==> config.mk <==
export PLATFORM = sky130hd
export DESIGN_NAME = mult_div_unit
export DESIGN_NICKNAME = d
export VERILOG_FILES = /design/src/rtl/mult_div_unit.sv
export SDC_FILE = /design/constraint.sdc
export NUM_CORES = 1
export LEC_CHECK = 0
export CORE_UTILIZATION = 25
export CTS_BUF_LIST = sky130_fd_sc_hd__clkbuf_4 sky130_fd_sc_hd__clkbuf_8
export CTS_CLUSTER_SIZE = 25
export DETAILED_ROUTE_END_ITERATION = 10
export SLEW_MARGIN = 5
export SYNTH_ARGS = -nofsm -noshare
export SYNTH_HDL_FRONTEND = slang
export SYNTH_SLANG_ARGS = --single-unit
==> constraint.sdc <==
create_clock -name clk -period 8.94 [get_ports clk]
set_input_delay 2.235 -clock clk [delete_from_list [all_inputs] [get_ports clk]]
set_output_delay 2.235 -clock clk [all_outputs]
set_load 0.005 [all_outputs]
==> src/rtl/mult_div_unit.sv <==
// Iterative 32-cycle multiply/divide unit with HI/LO result registers and a start/busy/done handshake.
// Optional MDU_FLUSH_EN adds a flush input that abandons an in-flight operation.
module mult_div_unit #(
  parameter int N = 32
) (
  input  logic         clk,
  input  logic         rst_n,
  input  logic         start,
  input  logic [1:0]   op,
`ifdef MDU_FLUSH_EN
  input  logic         flush,
`endif
  input  logic [N-1:0] inp1,
  input  logic [N-1:0] inp2,
  output logic         busy,
  output logic         done,
  output logic [N-1:0] hi,
  output logic [N-1:0] lo
);

  // state | meaning
  // S_IDLE | waiting for start; busy=0
  // S_MUL  | shift-add, one multiplier bit per edge (LSB first)
  // S_DIV  | restoring divide, one quotient bit per edge (MSB first)
  // S_FIX  | apply result signs, write hi/lo, pulse done
  typedef enum logic [1:0] {S_IDLE, S_MUL, S_DIV, S_FIX} state_t;

  localparam int CW = $clog2(N + 1);

  state_t         r_state;
  state_t         w_state_nxt;
  logic [CW-1:0]  r_cnt;
  logic [CW-1:0]  w_cnt_dec;
  logic [2*N-1:0] r_acc;
  logic [N-1:0]   r_opb;
  logic           r_neg_res;
  logic           r_neg_rem;
  logic           r_is_div;
  logic           r_done;
  logic [N-1:0]   r_hi;
  logic [N-1:0]   r_lo;
  logic           w_flush;

`ifdef MDU_FLUSH_EN
  assign w_flush = flush;
`else
  assign w_flush = 1'b0;
`endif

  logic           w_a_neg;
  logic           w_b_neg;
  logic [N-1:0]   w_mag_a;
  logic [N-1:0]   w_mag_b;
  logic [N:0]     w_mul_sum;
  logic [N:0]     w_rem_sh;
  logic [N:0]     w_diff;
  logic [2*N-1:0] w_prod;
  logic [N-1:0]   w_quo;
  logic [N-1:0]   w_rmd;

  assign w_cnt_dec = r_cnt - CW'(1);
  assign w_a_neg   = op[0] & inp1[N-1];
  assign w_b_neg   = op[0] & inp2[N-1];
  assign w_mag_a   = w_a_neg ? -inp1 : inp1;
  assign w_mag_b   = w_b_neg ? -inp2 : inp2;

  assign w_mul_sum = {1'b0, r_acc[2*N-1:N]} + (r_acc[0] ? {1'b0, r_opb} : {(N+1){1'b0}});

  // Upper half holds the partial remainder, lower half the dividend bits still to shift in.
  assign w_rem_sh  = r_acc[2*N-1:N-1];
  assign w_diff    = w_rem_sh - {1'b0, r_opb};

  assign w_prod    = r_neg_res ? -r_acc : r_acc;
  assign w_quo     = r_neg_res ? -r_acc[N-1:0] : r_acc[N-1:0];
  assign w_rmd     = r_neg_rem ? -r_acc[2*N-1:N] : r_acc[2*N-1:N];

  always_ff @(posedge clk or negedge rst_n) begin
    if (!rst_n) r_state <= S_IDLE;
    else        r_state <= w_state_nxt;
  end

  always_comb begin
    w_state_nxt = r_state;
    case (r_state)
      S_IDLE: if (start) w_state_nxt = op[1] ? S_DIV : S_MUL;
      S_MUL: begin
        if (w_flush)              w_state_nxt = S_IDLE;
        else if (w_cnt_dec == '0) w_state_nxt = S_FIX;
      end
      S_DIV: begin
        if (w_flush)              w_state_nxt = S_IDLE;
        else if (w_cnt_dec == '0) w_state_nxt = S_FIX;
      end
      S_FIX:   w_state_nxt = S_IDLE;
      default: w_state_nxt = S_IDLE;
    endcase
  end

  always_ff @(posedge clk or negedge rst_n) begin
    if (!rst_n) begin
      r_cnt     <= '0;
      r_acc     <= '0;
      r_opb     <= '0;
      r_neg_res <= 1'b0;
      r_neg_rem <= 1'b0;
      r_is_div  <= 1'b0;
      r_done    <= 1'b0;
      r_hi      <= '0;
      r_lo      <= '0;
    end else begin
      r_done <= 1'b0;
      case (r_state)
        S_IDLE: begin
          if (start) begin
            r_cnt     <= CW'(N);
            r_is_div  <= op[1];
            r_neg_res <= w_a_neg ^ w_b_neg;
            r_neg_rem <= w_a_neg;
            if (op[1]) begin
              r_acc <= {{N{1'b0}}, w_mag_a};
              r_opb <= w_mag_b;
            end else begin
              r_acc <= {{N{1'b0}}, w_mag_b};
              r_opb <= w_mag_a;
            end
          end
        end
        S_MUL: begin
          r_cnt <= w_cnt_dec;
          r_acc <= {w_mul_sum, r_acc[N-1:1]};
        end
        S_DIV: begin
          r_cnt <= w_cnt_dec;
          if (!w_diff[N]) r_acc <= {w_diff[N-1:0],   r_acc[N-2:0], 1'b1};
          else            r_acc <= {w_rem_sh[N-1:0], r_acc[N-2:0], 1'b0};
        end
        S_FIX: begin
          if (!w_flush) begin
            r_done <= 1'b1;
            if (r_is_div) begin
              // Zero divisor leaves the dividend in the remainder; quotient is forced to all ones.
              r_hi <= w_rmd;
              r_lo <= (r_opb == '0) ? {N{1'b1}} : w_quo;
            end else begin
              r_hi <= w_prod[2*N-1:N];
              r_lo <= w_prod[N-1:0];
            end
          end
        end
        default: r_done <= 1'b0;
      endcase
    end
  end

  assign busy = (r_state != S_IDLE);
  assign done = r_done;
  assign hi   = r_hi;
  assign lo   = r_lo;

endmodule
==> impl_summary.txt <==
----------------------------------------------------
[Outcome]
  Result of the run ... completed

[Power]
  Part of the total power dissipated in combinational logic ... approximately 67%
  Overall Power ... ~7 mW
  P_sw ... roughly 3.6 mW
  Internal cell power ... around 3.3 mW
  Leakage power total ... approximately 7 nW
  Net switching share of the total power ... 52.1%
  Share of total power in sequential cells ... 24.5%
  Part of the power in the clock network ... under 10%
  Cell Pwr Density ... between 400 and 500 mW/mm²
  Maximum VDD drop ... around 0.17 mV

[Global route]
  Total track usage ... around 17%
  Via count of the first global-routing pass ... between 10,000 and 15,000
  Total overflow reported by the global router ... 0
  Initial antenna violation count ... 0
  First-pass GRT wire length ... between 70,000 and 80,000 µm
  Pin count of the biggest net entering global routing ... 110

[Routing]
  Routed vias/inst ... ~5.3
  Total number of vias ... around 14,000
  1st-pass router iterations ... 7
  Routed length per instance ... between 15 and 20 µm
  DRC errors left ... 0
  Wirelength, routed ... roughly 51,000 µm
  Detail Route Antenna Nets ... 0
  DRC violation total after the first TritonRoute iteration ... 987

[Cells and area]
  Total area of multi-input combinational cells ... approximately 0.0096 mm²
  N_diodes ... 0
  Share of post-route cells with drive strength above 1 ... 5.56%
  Layout filler cell count ... between 6,000 and 7,000
  Util after Layout ... between 20% and 30%
  Number of nets in the layout ... ~2,000
  Area delta synth->final ... 16.3%
  Register area ... around 0.0043 mm²

[Timing]
  Share of the clock period used by the worst path ... about 55%
  Highest achievable clock rate ... a little over 0.2 GHz
  Final setup violation count ... 0
  Setup TNS ... 0 ns
  Setup repair after global routing missed its margin ... false
  Number of hold-slack violations in the final timing report ... 0
  Final clock skew ... between 0.02 and 0.025 ns
  Number of slew-limit violations in the final report ... 0
  Final critical-path required period ... 4.90 ns
  Worst relative slew slack ... a little over a tenth
  Worst-margin pin slew ... 1.34 ns

[Yosys]
  Xor and xnor fraction of the mapped netlist area ... 10.9%
  Area share of the leading cell type in the synthesized netlist ... slightly below 30%
  Number of flops mapped to enable cells by yosys ... 0
  Post-synthesis cell type count ... 89
  Synthesized net count ... between 1,500 and 2,000
  Yosys top cell by area ... sky130_fd_sc_hd__dfrtp_1
  Post-synth ARST share ... 100%
  Multiplexer area fraction after synthesis ... 3.14%
  Yosys warnings ... 0
  Simple logic cell fraction of the synthesized area ... 18.1%
  Top_reg_cell synth ... sky130_fd_sc_hd__dfrtp_1
  Largest family of logic cells by synthesized area ... compound AO/OA/AOI/OAI gates
  Synth Area in Compound Gates ... about 27%
  Synthesis-stage register bit count ... about 170
  Top cells by area, synth ... sky130_fd_sc_hd__dfrtp_1 29%, sky130_fd_sc_hd__a21oi_1 7.5%, sky130_fd_sc_hd__ha_1 6.3%, sky130_fd_sc_hd__nor2_1 5.6%, sky130_fd_sc_hd__xnor2_1 5.6%
  Cell area after synthesis ... 0.0146 mm²
  List of most frequent post-synthesis cells ... 219 x sky130_fd_sc_hd__a21oi_1, 219 x sky130_fd_sc_hd__nor2_1, 172 x sky130_fd_sc_hd__dfrtp_1
  Adder-Cell Fraction of Synth Area ... under 10%
  Number of standard cells after synthesis ... approximately 1,800
  Sequential area share after synthesis ... 29.5%
  Avg Cell Area, Syn ... just under 8 µm²

[Worst setup path]
  Count of cells along the worst register-to-register path ... 14
  Internal reg-to-reg setup slack ... between 4 and 5 ns
  R2R Path End ... r_acc[42]$_DFFE_PN0P_
  Capturing element type of the critical path ... flip-flop
  End point of the critical path ... r_opb[26]$_DFFE_PN0P_
  Critical path required time ... a little over 9 ns
  Category of the worst setup path launch point ... primary input
  Source of the critical timing path ... inp2[2]
  Highest net fanout along the worst path ... 8
  CP Class ... in2reg
  Worst path arrival time ... 5.26 ns
  Worst reg2reg path startpoint ... r_acc[31]$_DFFE_PN0P_

[Clock network]
  Hold buffers post-CTS ... 0
  Post-CTS setup-driven buffer insertion count ... 0
  Clk_lat worst skew ... about 0.50 ns
  Number of buffers inserted during clock tree synthesis ... 17
  Cts repair resizes ... 0
  Clock slew at reported path FFs ... roughly 0.10 ns
  CTS Root Cell ... sky130_fd_sc_hd__clkbuf_8
  Number of levels the H-tree was split into ... 4
  TritonCTS sink count ... around 170
  Clock tree from TritonCTS ... built
  Bufs on Longest Clock Path ... 2

[Hold path]
  Path type of the worst min-delay path ... reg2reg

[Place]
  Count of input and output buffers ... about 130
  Detailed Place HPWL ... approximately 39,000 µm
  Global placement routability congestion ... 0.906

[Floorplan]
  Core Footprint ... between 0.05 and 0.06 mm²
  Horiz. Die Dim ... ~240 µm
  Overall die area ... about 0.06 mm²
  Top Ports ... about 140
  Die H ... ~240 µm
  Initial Utilization ... 25.3%
  Count of standard-cell rows ... 88

[Run]
  Number of maximum-capacitance constraint violations ... 0

----------------------------------------------------
==> area by class of cell <==
cell class,instances,share of cell area (%)
clock buffer,18,1.42
timing repair buffer,150,8.58
tap,765,5.63
multi-input combinational,1486,56.6
inverter,67,1.48
sequential,172,25.3
clock inverter,14,0.972
==> layout by cell type (no fill, tap or decap), drive strengths merged, types with 37 or more instances in the layout <==
master         synthesis  layout
dfrtp                172     172
ha                    74      74
clkdlybuf4s50          0     132
nor2                 220     220
o21ai                169     169
xor2                  86      86
nand2                151     151
inv                   66      69
xnor2                 94      94
a21oi                222     222
a21o                  37      37
==> stage by stage <==
step	worst slack [ns]	std cells	hold slack (ns)	instance area (µm²)
finish	4.04	2672	0.514	17000
global route	3.65	2672	0.535	17000
CTS	4.10	2672	0.506	17000
detailed placement	3.56	2640	0.485	16600
global placement	3.66	2640	0.469	16600
floorplan	4.39	1838	0.450	14600
==> kinds of logic after synthesis <==
kind of cell	Yosys count
xor+xnor	180
mux	44
buf+inv	180
fa+ha+maj	76
flops	172
compound gates	632
simple gates	554
==> how the worst min path moves through the flow <==
| stage | from | end | slack [ns] | cells past startpoint |
|---|---|---|---|---|
| floorplan | r_opb[13]$_DFFE_PN0P_ | r_opb[13]$_DFFE_PN0P_ | 0.45 | 2 |
| global placement | r_opb[13]$_DFFE_PN0P_ | r_opb[13]$_DFFE_PN0P_ | 0.47 | 2 |
| detailed placement | r_opb[14]$_DFFE_PN0P_ | r_opb[14]$_DFFE_PN0P_ | 0.48 | 2 |
| CTS | r_opb[14]$_DFFE_PN0P_ | r_opb[14]$_DFFE_PN0P_ | 0.51 | 2 |
| global route | r_opb[14]$_DFFE_PN0P_ | r_opb[14]$_DFFE_PN0P_ | 0.53 | 2 |
| finish | r_opb[14]$_DFFE_PN0P_ | r_opb[14]$_DFFE_PN0P_ | 0.51 | 2 |
==> routing by layer <==
layer	vias up	part of all wire (%)	track usage (%)	wire length [µm]
met2	454	46	27.4	23700
met3	58	6.5	3.45	3310
li1	6743	-	-	-
met4	0	2.7	4.93	1380
met1	6800	44	22.6	22700
met5	-	0	0	0
==> critical path, stage by stage <==
cell and delay, ns:
sky130_fd_sc_hd__clkdlybuf4s50_1 0.49, sky130_fd_sc_hd__nor4_1 0.60, sky130_fd_sc_hd__nand2_1 0.34, sky130_fd_sc_hd__o41ai_2 0.56, sky130_fd_sc_hd__o21ai_0 0.26, sky130_fd_sc_hd__nand2b_1 0.22, sky130_fd_sc_hd__xnor2_1 0.20, sky130_fd_sc_hd__nor2_1 0.07
sky130_fd_sc_hd__a211oi_1 0.23, sky130_fd_sc_hd__a21oi_1 0.06
==> state kept, by name, summed over array words and instances (netlist names) <==
name       count
done           1
hi            32
lo            32
r_acc         64
r_cnt          6
r_is_div       1
r_neg_rem      1
r_neg_res      1
r_opb         32
r_state        2
==> power groups by stage <==
| stage | combinational [mW] | clock [mW] | sequential (mW) |
|---|---|---|---|
| finish | 4.58 | 0.584 | 1.68 |
| floorplan | 3.29 | 0 | 1.43 |
| CTS | 4.54 | 0.600 | 1.67 |
| global route | 5.05 | 0.629 | 1.73 |
| detailed placement | 4.51 | 0 | 1.69 |
| global placement | 4.47 | 0 | 1.68 |
Note: power is estimated with default switching activity, not from simulation.
